==> src/rtl/pkg_dtypes.sv <==
// Shared data types for the execution unit: address/data words and the
// operand-fetch FSM state encoding.
package pkg_dtypes;

  localparam int EXEC_UNIT_ADDR_W = 8;
  localparam int EXEC_UNIT_DATA_W = 32;

  typedef logic [EXEC_UNIT_ADDR_W-1:0] type_exec_unit_addr;
  typedef logic [EXEC_UNIT_DATA_W-1:0] type_exec_unit_data;

  localparam type_exec_unit_addr ADDR_ZERO = 8'h00;
  localparam type_exec_unit_data DATA_ZERO = 32'h0000_0000;

  typedef enum logic [2:0] {
    IDLE   = 3'd0,
    REQ_A  = 3'd1,
    WAIT_A = 3'd2,
    REQ_B  = 3'd3,
    WAIT_B = 3'd4,
    DONE   = 3'd5
  } type_opfetch_state;

  // True in the states that issue an xbuf request.
  function automatic logic is_req_state(input type_opfetch_state s);
    return (s == REQ_A) || (s == REQ_B);
  endfunction

endpackage

==> src/rtl/counter_JK.sv <==
// Saturating retry counter: K clears (wins over J), J increments.
module counter_JK #(
  parameter int WIDTH = 4
) (
  input  logic             clk,
  input  logic             rst_n,
  input  logic             j_i,
  input  logic             k_i,
  output logic [WIDTH-1:0] cnt_o
);

  localparam logic [WIDTH-1:0] CNT_ONE = {{(WIDTH-1){1'b0}}, 1'b1};
  localparam logic [WIDTH-1:0] CNT_MAX = {WIDTH{1'b1}};
  localparam logic [WIDTH-1:0] CNT_ZERO = {WIDTH{1'b0}};

  logic [WIDTH-1:0] cnt_d;
  logic [WIDTH-1:0] cnt_q;

  // Next count: clear, saturating increment, or hold.
  always_comb begin
    cnt_d = cnt_q;
    if (k_i) begin
      cnt_d = CNT_ZERO;
    end else if (j_i && (cnt_q != CNT_MAX)) begin
      cnt_d = cnt_q + CNT_ONE;
    end else begin
      cnt_d = cnt_q;
    end
  end

  // Count register.
  always_ff @(posedge clk or negedge rst_n) begin
    if (!rst_n) begin
      cnt_q <= CNT_ZERO;
    end else begin
      cnt_q <= cnt_d;
    end
  end

  assign cnt_o = cnt_q;

endmodule

==> src/rtl/eu_operand_fetch.sv <==
// Operand fetch for the execution unit: accepts an instruction, reads
// operand A (and B when needed) from the xbuf with retries, and presents
// both operands to the ALU with a valid/ready handshake.
// Optional feature macro: EU_OPFETCH_TIMEOUT_EN -- when defined, a miss at
// the maximum retry count drops the instruction and pulses timeout_o;
// otherwise retries continue forever and timeout_o stays 0.
module eu_operand_fetch
  import pkg_dtypes::*;
#(
  parameter int RETRY_WIDTH = 4
) (
  input  logic               clk,
  input  logic               reset_n,
  input  logic               instr_valid_i,
  output logic               instr_ready_o,
  input  type_exec_unit_addr instr_addr_a_i,
  input  type_exec_unit_addr instr_addr_b_i,
  input  logic               instr_uses_b_i,
  output type_exec_unit_addr req_addr_o,
  output logic               req_valid_o,
  input  type_exec_unit_data resp_data_i,
  input  logic               resp_success_i,
  output logic               op_valid_o,
  input  logic               op_ready_i,
  output type_exec_unit_data op_a_o,
  output type_exec_unit_data op_b_o,
  output logic               timeout_o
);

`ifdef EU_OPFETCH_TIMEOUT_EN
  localparam logic TIMEOUT_EN = 1'b1;
`else
  localparam logic TIMEOUT_EN = 1'b0;
`endif

  localparam logic [RETRY_WIDTH-1:0] RETRY_MAX = {RETRY_WIDTH{1'b1}};

  type_opfetch_state  state_d, state_q;
  type_exec_unit_addr addr_a_d, addr_a_q;
  type_exec_unit_addr addr_b_d, addr_b_q;
  logic               uses_b_d, uses_b_q;
  type_exec_unit_addr req_addr_d, req_addr_q;
  type_exec_unit_data op_a_d, op_a_q;
  type_exec_unit_data op_b_d, op_b_q;
  logic               timeout_d, timeout_q;

  logic                   retry_clr_s;
  logic                   retry_inc_s;
  logic [RETRY_WIDTH-1:0] retry_cnt_s;
  logic                   retry_max_s;

  counter_JK #(
    .WIDTH (RETRY_WIDTH)
  ) u_retry_cnt (
    .clk   (clk),
    .rst_n (reset_n),
    .j_i   (retry_inc_s),
    .k_i   (retry_clr_s),
    .cnt_o (retry_cnt_s)
  );

  assign retry_max_s = (retry_cnt_s == RETRY_MAX);

  // Next-state and datapath updates for the fetch FSM.
  always_comb begin
    state_d     = state_q;
    addr_a_d    = addr_a_q;
    addr_b_d    = addr_b_q;
    uses_b_d    = uses_b_q;
    req_addr_d  = req_addr_q;
    op_a_d      = op_a_q;
    op_b_d      = op_b_q;
    timeout_d   = 1'b0;
    retry_clr_s = 1'b0;
    retry_inc_s = 1'b0;

    case (state_q)
      IDLE: begin
        if (instr_valid_i) begin
          addr_a_d    = instr_addr_a_i;
          addr_b_d    = instr_addr_b_i;
          uses_b_d    = instr_uses_b_i;
          req_addr_d  = instr_addr_a_i;
          op_b_d      = DATA_ZERO;  // stays zero for single-operand instructions
          retry_clr_s = 1'b1;
          state_d     = REQ_A;
        end else begin
          state_d = IDLE;
        end
      end
      REQ_A: begin
        state_d = WAIT_A;
      end
      WAIT_A: begin
        if (resp_success_i) begin
          op_a_d = resp_data_i;
          if (uses_b_q) begin
            if (addr_a_q == addr_b_q) begin
              // The entry is now marked read; a second fetch would never hit.
              op_b_d  = resp_data_i;
              state_d = DONE;
            end else begin
              req_addr_d  = addr_b_q;
              retry_clr_s = 1'b1;
              state_d     = REQ_B;
            end
          end else begin
            state_d = DONE;
          end
        end else if (TIMEOUT_EN && retry_max_s) begin
          timeout_d = 1'b1;
          state_d   = IDLE;
        end else begin
          retry_inc_s = 1'b1;
          state_d     = REQ_A;
        end
      end
      REQ_B: begin
        state_d = WAIT_B;
      end
      WAIT_B: begin
        if (resp_success_i) begin
          op_b_d  = resp_data_i;
          state_d = DONE;
        end else if (TIMEOUT_EN && retry_max_s) begin
          timeout_d = 1'b1;
          state_d   = IDLE;
        end else begin
          retry_inc_s = 1'b1;
          state_d     = REQ_B;
        end
      end
      DONE: begin
        if (op_ready_i) begin
          state_d = IDLE;
        end else begin
          state_d = DONE;
        end
      end
      default: begin
        state_d = IDLE;
      end
    endcase
  end

  // State and datapath registers.
  always_ff @(posedge clk or negedge reset_n) begin
    if (!reset_n) begin
      state_q    <= IDLE;
      addr_a_q   <= ADDR_ZERO;
      addr_b_q   <= ADDR_ZERO;
      uses_b_q   <= 1'b0;
      req_addr_q <= ADDR_ZERO;
      op_a_q     <= DATA_ZERO;
      op_b_q     <= DATA_ZERO;
      timeout_q  <= 1'b0;
    end else begin
      state_q    <= state_d;
      addr_a_q   <= addr_a_d;
      addr_b_q   <= addr_b_d;
      uses_b_q   <= uses_b_d;
      req_addr_q <= req_addr_d;
      op_a_q     <= op_a_d;
      op_b_q     <= op_b_d;
      timeout_q  <= timeout_d;
    end
  end

  assign instr_ready_o = (state_q == IDLE);
  assign req_valid_o   = is_req_state(state_q);
  assign op_valid_o    = (state_q == DONE);
  assign req_addr_o    = req_addr_q;
  assign op_a_o        = op_a_q;
  assign op_b_o        = op_b_q;
  assign timeout_o     = timeout_q;

endmodule

==> config.mk <==
export PLATFORM = sky130hd
export DESIGN_NAME = eu_operand_fetch
export DESIGN_NICKNAME = d
export VERILOG_FILES = /design/src/rtl/pkg_dtypes.sv /design/src/rtl/counter_JK.sv /design/src/rtl/eu_operand_fetch.sv
export SDC_FILE = /design/constraint.sdc
export NUM_CORES = 1
export LEC_CHECK = 0
export ABC_AREA = 1
export BUFFER_PORTS_ARGS = -buffer_cell sky130_fd_sc_hd__buf_2
export CORE_UTILIZATION = 39
export DETAILED_ROUTE_END_ITERATION = 7
export PLACE_DENSITY = 0.67
export SYNTH_ARGS = -nofsm -noshare
export SYNTH_HDL_FRONTEND = slang
export SYNTH_SLANG_ARGS = --single-unit
export TNS_END_PERCENT = 20
==> constraint.sdc <==
create_clock -name clk -period 1.5 [get_ports clk]
set_input_delay 0.15 -clock clk [delete_from_list [all_inputs] [get_ports clk]]
set_output_delay 0.15 -clock clk [all_outputs]
set_load 0.05 [all_outputs]
==> flow_summary.json <==
{
  "grt_pass1_wl_um": 15610,
  "drc": 0,
  "place_area_sq_um": 4976,
  "io_buffers": 128,
  "synthAdderAreaFrac_pct": 0,
  "synth-compound-area-share_pct": 7.076,
  "design.core.area_sq_um": 9864,
  "hold_depth": 2,
  "antenna_found_initial": 0,
  "cap_violations": 0,
  "via_per_inst": 4.616,
  "drt-initial-drc-count": 98,
  "crit_fanout": 12,
  "syn_nets": 539,
  "grt_util_all_layers_pct": 19.15,
  "ys_seq_area_share_pct": 57.61,
  "nNetsFinal": 686,
  "hp-class": "primary input to flip-flop",
  "synthSimpleGateAreaFrac_pct": 25.77,
  "end_kind": "flip-flop",
  "dieWidth_um": 103.2,
  "cts_tree": "built",
  "area_delta_synth_final_pct": 34.19,
  "drive_gt1_share_pct": 33.75,
  "fin_crit_ps": 1532,
  "dp.cells": 749,
  "cts_made_buffers": 9,
  "crit_type": "flip-flop to flip-flop",
  "postLayoutSetupSlackWorst_ps": -31.99,
  "synth_top_family_by_area": "simple AND/OR/NAND/NOR gates",
  "grt_max_degree": 93,
  "root_buffer": "clkbuf_8",
  "route.met2.wl_um": 4898,
  "io_pins": 130,
  "timing.fmax_mhz": 652.7,
  "fin_skew_ps": 6.882,
  "critical_path_arrival_ps": 1780,
  "rows": 36,
  "synth-xor-area-share_pct": 0.6575,
  "required_ps": 1750,
  "period_share_pct": 102.1,
  "die_h_um": 103.2,
  "routed_wl_um": 9948,
  "diodes": 0,
  "violations": "setup timing",
  "clk_pin_slew_worst_paths_ps": 90,
  "rr_worst_depth": 8,
  "first_pass_iters": 4,
  "grt_pass1_vias": 3277,
  "muxShareOfSynthArea_pct": 1.127,
  "final_cells": 770,
  "start_util_pct": 40.51,
  "yosysUniqueCellTypes": 21,
  "synth.ff_latch_count": 92,
  "vias": 3554,
  "cp-start-kind": "flip-flop",
  "place_hpwl_um": 6963,
  "yosys_warnings": 0,
  "setup_viol": 23,
  "die-area_sq_um": 10660,
  "clk_latency_ps": 350,
  "maxSlewViolCount": 0,
  "clk_path_buf_depth": 2,
  "wl_met3_um": 561,
  "wl_met1_um": 4353,
  "timing_hold_violations_final": 0,
  "gr-total-overflow": 0,
  "final_area_sq_um": 5363,
  "final_antenna_net_count": 0,
  "synth.avg_cell_area_sq_um": 8.240,
  "highest-signal-layer": "met4",
  "wl_per_cell_um": 12.92,
  "finalWeightedCongestion": 0.7973,
  "cts.sinks": 92,
  "status": "finished with violations",
  "htree_levels": 3,
  "syn_area_sq_um": 3996,
  "grt_setup_unrepaired": "yes",
  "syn_inst": 485
}
[layout by cell type (no fill, tap or decap), types with 3 or more instances in the layout]
cell type,n
nand2_1,133
buf_2,124
dfrtp_1,90
inv_1,48
nor2_1,46
o21ai_0,41
nand3_1,41
buf_4,20
nand2_2,18
a21oi_1,13
clkbuf_8,11
buf_6,8
nor2_2,6
buf_12,5
inv_2,4
mux2_2,4
xnor2_1,3
[cell families (layout without fill, tap and decap cells)]
family          Yosys count  in the layout
flops                    92             92
simple gates            252            252
xor+xnor                  3              3
mux                       4              4
other cells               1              1
compound gates           56             56
buf+inv                  77            229
[critical path, stage by stage, from the launching register on]
cell	delay, ps
dfrtp_1	420
buf_4	160
nand2_1	100
nor2_2	60
nor3_4	280
nand2_4	120
clkbuf_16	190
nand2_1	70
nand2_1	50
[synthesized netlist by cell type]
library cell  count  area (sq um)
a21oi_1          14         70.07
buf_2            11         55.05
buf_4             1         7.510
clkbuf_1         12         45.04
conb_1            1         3.750
dfrtp_1          92          2302
inv_1            51         191.4
inv_2             2         7.510
mux2_2            4         45.04
nand2_1         151         566.8
nand2_2           1         6.260
nand3_1          41         205.2
nand3_2           1         10.01
nand3b_1          2         15.01
nor2_1           53         198.9
nor3_1            1         5.000
nor3_4            1         16.27
nor4_1            1         6.260
o211ai_1          1         7.510
o21ai_0          41         205.2
xnor2_1           3         26.28
[routing by layer]
| layer | vias to the layer above | global-route usage [%] |
|---|---|---|
| li1 | 1793 | - |
| met1 | 1659 | 25.71 |
| met2 | 92 | 30.15 |
| met3 | 10 | 4.435 |
| met4 | 0 | 7.584 |
| met5 | - | 0 |
[sequential cells by signal, summed over array words and instances, names as in the netlist]
signal	cells
state_q	3
uses_b_q	1
addr_a_q	8
req_addr_o	8
addr_b_q	8
op_b_o	32
op_a_o	32
[final timing paths]
check	startpoint	to	slack, ps
max in group asynchronous	reset_n	state_q[1]$_DFF_PN0_	730
hold / removal	instr_uses_b_i	uses_b_q$_DFFE_PN0P_	30
setup / recovery	state_q[2]$_DFF_PN0_	op_b_o[21]$_DFFE_PN0P_	-30
min in group asynchronous	reset_n	op_a_o[17]$_DFFE_PN0P_	390
setup reg to reg	state_q[2]$_DFF_PN0_	op_b_o[21]$_DFFE_PN0P_	-30
hold reg to reg	op_b_o[5]$_DFFE_PN0P_	op_b_o[5]$_DFFE_PN0P_	470
[area by class of cell]
cell class / count / area, sq um
clock buffer: 12 / 155.1
inverter: 53 / 202.7
fill: 961 / 4502
sequential: 92 / 2305
tap: 133 / 166.4
timing repair buffer: 160 / 1011
multi-input combinational: 316 / 1475
clock inverter: 4 / 47.55
[timing repair]
action,4_1_cts,5_1_grt
hold endpoints to repair,92,0
pin swaps,1,2
hold buffers,1,0
endpoints found under the setup margin,37,84
gates resized for setup,14,30
setup buffers,0,3
cloned,0,1
[per-stage QoR]
step / utilization [%] / setup TNS (ps) / hold WS, ps / worst slack [ps]
2_1_floorplan: - / -1910 / -145.6 / -171.9
3_3_place_gp: 50.44 / -918.4 / 233.2 / -35.51
3_5_place_dp: 50.44 / -1297 / 240.7 / -52.25
4_1_cts: 53.06 / -16.25 / 8.601 / -16.25
5_1_grt: 54.36 / -3990 / 11.52 / -125.7
6_report: 54.36 / -342.1 / 25.59 / -31.99
Power is left out: the tool's default activity adds up to more than one toggle a clock period on the data nets, which glitch-free logic cannot reach.
